==> config.mk <==
export PLATFORM = sky130hd
export DESIGN_NAME = tug_match_ctrl
export DESIGN_NICKNAME = d
export VERILOG_FILES = /design/src/rtl/tug_match_ctrl.sv
export SDC_FILE = /design/constraint.sdc
export NUM_CORES = 1
export LEC_CHECK = 0
export BUFFER_PORTS_ARGS = -buffer_cell sky130_fd_sc_hd__buf_4
export CORE_MARGIN = 2
export CORE_UTILIZATION = 45
export DETAILED_ROUTE_END_ITERATION = 10
export GPL_ROUTABILITY_DRIVEN = 0
export PLACE_DENSITY_LB_ADDON = 0.2
export SYNTH_ARGS = -nofsm -noshare
export SYNTH_HDL_FRONTEND = slang
export SYNTH_SLANG_ARGS = --single-unit
==> constraint.sdc <==
create_clock -name clk -period 4.84 [get_ports clk]
set_input_delay 0.968 -clock clk [delete_from_list [all_inputs] [get_ports clk]]
set_output_delay 0.968 -clock clk [all_outputs]
set_load 0.1 [all_outputs]
==> src/rtl/tug_match_ctrl.sv <==
// Tug-of-war match controller: sequences rounds, arbitrates human vs CPU presses,
// moves the rope on a one-hot LED playfield and keeps scores until one side wins.
module tug_match_ctrl #(
    parameter int NUM_LEDS    = 9,
    parameter int WIN_SCORE   = 7,
    parameter int HOLD_CYCLES = 4,
    parameter int SCORE_W     = 3
) (
    input  logic                clk,
    input  logic                reset,
    input  logic                start,
    input  logic                human_press,
    input  logic                cpu_press,
    output logic                cpu_en,
    output logic [NUM_LEDS-1:0] led,
    output logic [SCORE_W-1:0]  human_score,
    output logic [SCORE_W-1:0]  cpu_score,
    output logic [1:0]          state,
    output logic [1:0]          winner
);

    localparam int POS_W  = (NUM_LEDS > 1) ? $clog2(NUM_LEDS) : 1;
    localparam int HOLD_W = (HOLD_CYCLES > 1) ? $clog2(HOLD_CYCLES) : 1;

    localparam logic [POS_W-1:0]   POS_CENTRE = POS_W'(NUM_LEDS / 2);
    localparam logic [POS_W-1:0]   POS_MAX    = POS_W'(NUM_LEDS - 1);
    localparam logic [POS_W-1:0]   POS_MIN    = '0;
    localparam logic [HOLD_W-1:0]  HOLD_LAST  = HOLD_W'(HOLD_CYCLES - 1);
    localparam logic [SCORE_W-1:0] SCORE_WIN  = SCORE_W'(WIN_SCORE);

    localparam logic [1:0] WIN_NONE  = 2'b00;
    localparam logic [1:0] WIN_HUMAN = 2'b01;
    localparam logic [1:0] WIN_CPU   = 2'b10;

    typedef enum logic [1:0] {
        IDLE  = 2'd0,
        PLAY  = 2'd1,
        POINT = 2'd2,
        OVER  = 2'd3
    } state_t;

    state_t               state_q, state_d;
    logic [POS_W-1:0]     pos_q, pos_d;
    logic [HOLD_W-1:0]    hold_q, hold_d;
    logic [SCORE_W-1:0]   human_score_q, human_score_d;
    logic [SCORE_W-1:0]   cpu_score_q, cpu_score_d;
    logic [1:0]           winner_q, winner_d;
    logic [NUM_LEDS-1:0]  led_q, led_d;

    function automatic logic [NUM_LEDS-1:0] onehot(input logic [POS_W-1:0] p);
        return NUM_LEDS'(1) << p;
    endfunction

    always_ff @(posedge clk or posedge reset) begin
        if (reset) begin
            state_q       <= IDLE;
            pos_q         <= POS_CENTRE;
            hold_q        <= '0;
            human_score_q <= '0;
            cpu_score_q   <= '0;
            winner_q      <= WIN_NONE;
            led_q         <= onehot(POS_CENTRE);
        end else begin
            state_q       <= state_d;
            pos_q         <= pos_d;
            hold_q        <= hold_d;
            human_score_q <= human_score_d;
            cpu_score_q   <= cpu_score_d;
            winner_q      <= winner_d;
            led_q         <= led_d;
        end
    end

    always_comb begin
        state_d       = state_q;
        pos_d         = pos_q;
        hold_d        = hold_q;
        human_score_d = human_score_q;
        cpu_score_d   = cpu_score_q;
        winner_d      = winner_q;
        led_d         = led_q;

        case (state_q)
            IDLE: begin
                if (start) begin
                    state_d = PLAY;
                    pos_d   = POS_CENTRE;
                end
            end

            PLAY: begin
                // Simultaneous presses cancel; pushing past an end scores instead of moving
                if (human_press && !cpu_press) begin
                    if (pos_q == POS_MAX) begin
                        if (human_score_q != SCORE_WIN)
                            human_score_d = human_score_q + 1'b1;
                        state_d = POINT;
                        hold_d  = '0;
                    end else begin
                        pos_d = pos_q + 1'b1;
                    end
                end else if (cpu_press && !human_press) begin
                    if (pos_q == POS_MIN) begin
                        if (cpu_score_q != SCORE_WIN)
                            cpu_score_d = cpu_score_q + 1'b1;
                        state_d = POINT;
                        hold_d  = '0;
                    end else begin
                        pos_d = pos_q - 1'b1;
                    end
                end
            end

            POINT: begin
                if (hold_q == HOLD_LAST) begin
                    hold_d = '0;
                    pos_d  = POS_CENTRE;
                    if (human_score_q == SCORE_WIN) begin
                        state_d  = OVER;
                        winner_d = WIN_HUMAN;
                    end else if (cpu_score_q == SCORE_WIN) begin
                        state_d  = OVER;
                        winner_d = WIN_CPU;
                    end else begin
                        state_d = PLAY;
                    end
                end else begin
                    hold_d = hold_q + 1'b1;
                end
            end

            OVER: begin
                if (start) begin
                    state_d       = PLAY;
                    pos_d         = POS_CENTRE;
                    human_score_d = '0;
                    cpu_score_d   = '0;
                    winner_d      = WIN_NONE;
                end
            end

            default: state_d = IDLE;
        endcase

        // Playfield image is registered alongside the state it belongs to
        case (state_d)
            POINT:   led_d = '0;
            OVER:    led_d = '1;
            default: led_d = onehot(pos_d);
        endcase
    end

    assign cpu_en      = (state_q == PLAY);
    assign led         = led_q;
    assign human_score = human_score_q;
    assign cpu_score   = cpu_score_q;
    assign state       = state_q;
    assign winner      = winner_q;

endmodule

# ---- Yosys cells after proc, flatten, opt, wreduce, memory -nomap -nowiden
# Cells that the tools add are included.
dict set report classes {
  addsub 5
  eq_ne 24
  shift 1
  mux 38
  n_reduce_logical 14
}
# op n
set ops {}
lappend ops {{2-bit 2-to-1 mux} 17}
lappend ops {{3-bit 2-to-1 mux} 8}
lappend ops {{4-bit 2-to-1 mux} 6}
lappend ops {{9-bit case mux with 2 select lines} 1}
lappend ops {{2-bit by 1-bit inequality test with 1-bit output, second input constant} 6}
lappend ops {{3-bit case mux with 2 select lines} 2}
lappend ops {{4-bit case mux with 3 select lines} 1}
lappend ops {{2-bit equality test, second input constant} 5}
lappend ops {{3-bit inequality test, second input constant} 3}
lappend ops {{1-bit by 4-bit left shift with 9-bit output, first input constant} 1}
lappend ops {{2-bit case mux with 2 select lines} 2}
lappend ops {{4-bit AND reduction} 2}
lappend ops {{3-bit by 1-bit adder with 3-bit output, second input constant} 2}
lappend ops {{3-bit equality test, second input constant} 2}
lappend ops {{2-bit inequality test, second input constant} 3}
lappend ops {{3-bit by 1-bit inequality test with 1-bit output, second input constant} 2}
lappend ops {{2-bit case mux with 3 select lines} 1}
lappend ops {{6-bit AND reduction} 1}
lappend ops {{2-bit nonzero test} 3}
lappend ops {{5-bit AND reduction} 1}
lappend ops {{4-bit by 1-bit adder with 4-bit output, second input constant} 1}
lappend ops {{4-bit equality test, second input constant} 1}
lappend ops {{4-bit logical NOT} 1}
lappend ops {{4-bit by 1-bit subtractor with 4-bit output, second input constant} 1}
lappend ops {{other kinds (7)} 9}
dict set report word_totals {
  register_bits 25
  input_bits 5
}

# ---- Depth between registers and ports, before layout
dict set report depth {
  word_depth 7
  mapped_depth 9
  mapped_depth_nobuf 8
}

# ---- Worst setup path after synthesis
# Ideal clock, no wire load.
dict set report synth_path {
  path_type {register to register}
  startpoint {register state_q[0] (netlist: state[0])}
  endpoint {register led_q[8] (netlist: led[8])}
  setup_ns 0.104
  t_arrival_ns 3.186
  slack_ns 1.551
  path_stages_with_launch 8
  cell_sequence {dfrtp_1 > ha_1 > buf_2 > nor2_1 > a31oi_1 > o311ai_1 > or2_1 > o41ai_2}
}
dict set report synth_between {
  word_cells_on_any_way 17
  classes_between {5 x eq/ne; 1 x shift; 9 x mux; 2 x reduce/logical}
}
# element line_no
set synth_rtl {}
lappend synth_rtl {{start: declaration} 42} ;# state_t state_q, state_d;
lappend synth_rtl {{start signal: assignment} 64} ;# state_q <= state_d;
lappend synth_rtl {{2-bit by 1-bit equality test with 1-bit output (*)} --}
lappend synth_rtl {{named net cpu_en} 14} ;# output logic cpu_en,
lappend synth_rtl {{2-bit case mux with 3 select lines or 4-bit case mux with 3 select lines (tied branches)} 83} ;# case (state_q)
lappend synth_rtl {{2-bit equality test or 1-bit by 4-bit left shift with 9-bit output (tied branches)} {146, 51}}
lappend synth_rtl {{9-bit case mux with 2 select lines (*)} 146} ;# case (state_d)
lappend synth_rtl {{named net led_d[8]} 48} ;# logic [NUM_LEDS-1:0] led_q, led_d;
lappend synth_rtl {{end signal: assignment} 62} ;# led_q <= onehot(POS_CENTRE);
lappend synth_rtl {{end signal: assignment} 70} ;# led_q <= led_d;
lappend synth_rtl {{end: declaration} 48}
# The timed path passes the listed nets; every way through them passes the cells marked *.
# A chain may end at the register's enable or synchronous reset.

# ---- Final worst setup path
dict set report layout_path {
  startpoint {register state_q[1] (netlist: state[1])}
  endpoint {output cpu_en}
}
dict set report layout_between {
  elab_chain_len 1
}
# element line_no
set layout_lines {}
lappend layout_lines {{2-bit by 1-bit equality test with 1-bit output} 153} ;# assign cpu_en = (state_q == PLAY);
lappend layout_lines {{end: declaration} 14}
# No other way between the ends.

==> impl_metrics.json <==
{
  "grt_antenna_before_repair": 0,
  "max_slew_margin_pct": 36.3,
  "routed_wirelength_um": 3070,
  "worstSkewPairLatency_ps": 320,
  "post-synth-top-count-cell": "dfrtp_1",
  "fin_util_pct": 53.5,
  "drt_first_iter_violations": 94,
  "syn_avg_cell_area_um2": 10.1,
  "die_x_um": 63.2,
  "post-cts-setup-buffer-count": 0,
  "syn_area_mm2": 0.00158,
  "tightest_slew_ps": 954,
  "worstPathMaxFanout": 17,
  "drc": 0,
  "vias": 1253,
  "hold_buffers": 0,
  "dp_hpwl_um": 2320,
  "first_pass_iters": 4,
  "post_cts_resized": 0,
  "fp.dieH_um": 63.2,
  "antennaDiodeCount": 0,
  "grt_overflow": 0,
  "drtAntennaViolNets": 0,
  "synthFlopType": "dfrtp_1",
  "grt_pass1_wl_um": 5230,
  "finalHoldViolations": 0,
  "avgRoutedWirePerCell_um": 13.8,
  "htree_num_levels": 1,
  "r2r_end": "led[8]",
  "core_area_mm2": 0.00334,
  "synth-seq-area-share_pct": 39.9,
  "cts.sinks": 25,
  "hold_depth": 1,
  "max_freq_mhz": 365,
  "grt_pass1_vias": 1172,
  "r2r_start": "state[0]",
  "worst_ep_required_time_ps": 3870,
  "fin_skew_ps": 3.02,
  "start_util_pct": 47.2,
  "cts_tree": "yes",
  "die_area_mm2": 0.00399,
  "ys_ff_latch": 25,
  "drv_slew": 0,
  "crit_type": "register to primary output",
  "ctsLongestPathBuffers": 2,
  "synth_edf_count": 0,
  "synth_top_cells_by_count": "dfrtp_1 (23), o21ai_0 (13), inv_1 (11), ha_1 (10), o31ai_1 (10)",
  "vias_per_cell": 5.62,
  "grt_max_degree": 26,
  "worstPathArrival_ps": 1770,
  "cpLargestDelayFamily": "adder cells",
  "syn-num-nets": 171,
  "synthCells": 156,
  "start_kind": "register",
  "numCtsBuffers": 3,
  "min_from": "winner[0]",
  "rows": 21,
  "yosysWarnings": 0,
  "layout_min_cycle_time_ps": 2740,
  "synth_area_leaders": "dfrtp_1 (37%), ha_1 (7.9%), o31ai_1 (4.8%), mux2_2 (4.3%), o21ai_0 (4.1%)",
  "rsz0062_at_grt": "no",
  "nNetsFinal": 193,
  "hp-class": "register to register",
  "synth-async-reset-ratio_pct": 100,
  "path_cells": "inv_1, ha_1, buf_4",
  "buffer_ports.inserted": 24,
  "ios": 25,
  "max_cap_violations": 0,
  "setup-tns-final_ps": 0,
  "synthDistinctLibCells": 51,
  "syn_to_final_growth_pct": 13.3,
  "cts_root_buf": "clkbuf_4",
  "status": "complete, no violations",
  "rrSetupSlack_ps": 2300,
  "cpMaxStageDelayCell": "ha_1",
  "cp_num_buf_inv": 2,
  "critPathCaptureType": "primary output",
  "cts.clk_slew.worst_paths_ps": 130,
  "synthDominantCellAreaShare_pct": 36.5,
  "setup_viol": 0,
  "gr-usage-all-layers_pct": 16.3,
  "yosysTopAreaCell": "dfrtp_1",
  "worstHoldEndpoint": "winner[0]",
  "r2r_cells": 8,
  "cpPeakStageDelay_ps": 510,
  "drive_above_1_share_pct": 27.1,
  "post-route-period-util_pct": 56.6,
  "hold_ws_ps": 531
}
metrics by stage:
stage	worst slack, ps	cell area [um2]	instances
floorplan	1550	1580	156
global placement	2080	1760	219
detailed placement	2120	1760	219
CTS	2080	1780	223
global route	1970	1780	223
finish	2100	1780	223
metal layers:
layer / GRT usage [%] / vias to the layer above / part of all wire (%)
met5: 0 / - / 0
met4: 5.00 / 0 / 1.0
met3: 1.61 / 4 / 3.6
met2: 25.8 / 31 / 45
met1: 23.6 / 611 / 50
li1: - / 607 / -
sequential cells by signal (all words and copies together), names as in the netlist:
| name | flops |
|---|---|
| hold_q | 2 |
| human_score | 3 |
| cpu_score | 3 |
| state | 2 |
| pos_q | 4 |
| winner | 2 |
| led | 9 |
layout make-up:
class	instances	area [um2]
clock buffer	4	26.3
fill	326	1550
inverter	11	41.3
multi-input combinational	113	851
sequential	25	628
tap	46	57.6
timing repair buffer	24	180
cell usage in the layout, fill, tap and decap left out, types with 2 or more instances in the layout:
cell type and count:
a21oi_1 6, a31oi_1 2, nor2b_1 6, nand2b_1 6
a211oi_1 2, ha_1 10, inv_1 11, nand2_1 7
clkbuf_4 3, nand3_1 4, a21o_1 2, buf_4 24
mux2i_1 2, dfstp_2 2, dfrtp_1 23, o31ai_1 10
o21ai_0 13, mux2_2 6, nor2_1 5, or3_1 3
how the worst max path moves through the flow:
stage | startpoint | end | cells past startpoint
after floorplan | state[0] | led[8] | 7
after global placement | cpu_press | led[8] | 7
after detailed placement | cpu_press | led[8] | 7
after CTS | state[1] | cpu_en | 3
after global routing | state[1] | cpu_en | 3
final | state[1] | cpu_en | 3
logic make-up (layout without fill, tap and decap cells):
group	Yosys count	in the layout	synth area share, %
adder cells (fa/ha/maj)	10	10	7.94
AO/OA/AOI/OAI	48	48	21.8
multiplexers	8	8	5.56
buffers and inverters	18	39	6.12
AND/OR/NAND/NOR	47	47	18.7
flip-flops	25	25	39.9
worst register-to-register path: stages, from the launching register on:
cell	delay [ps]
dfrtp_1	490
inv_1	70
ha_1	300
nor2b_1	210
o31ai_1	250
a21oi_1	60
a31oi_1	450
inv_1	240
o41ai_2	370
Power is not shown: default switching activity piles up to over one toggle a cycle in this logic, so the estimate is an artifact.
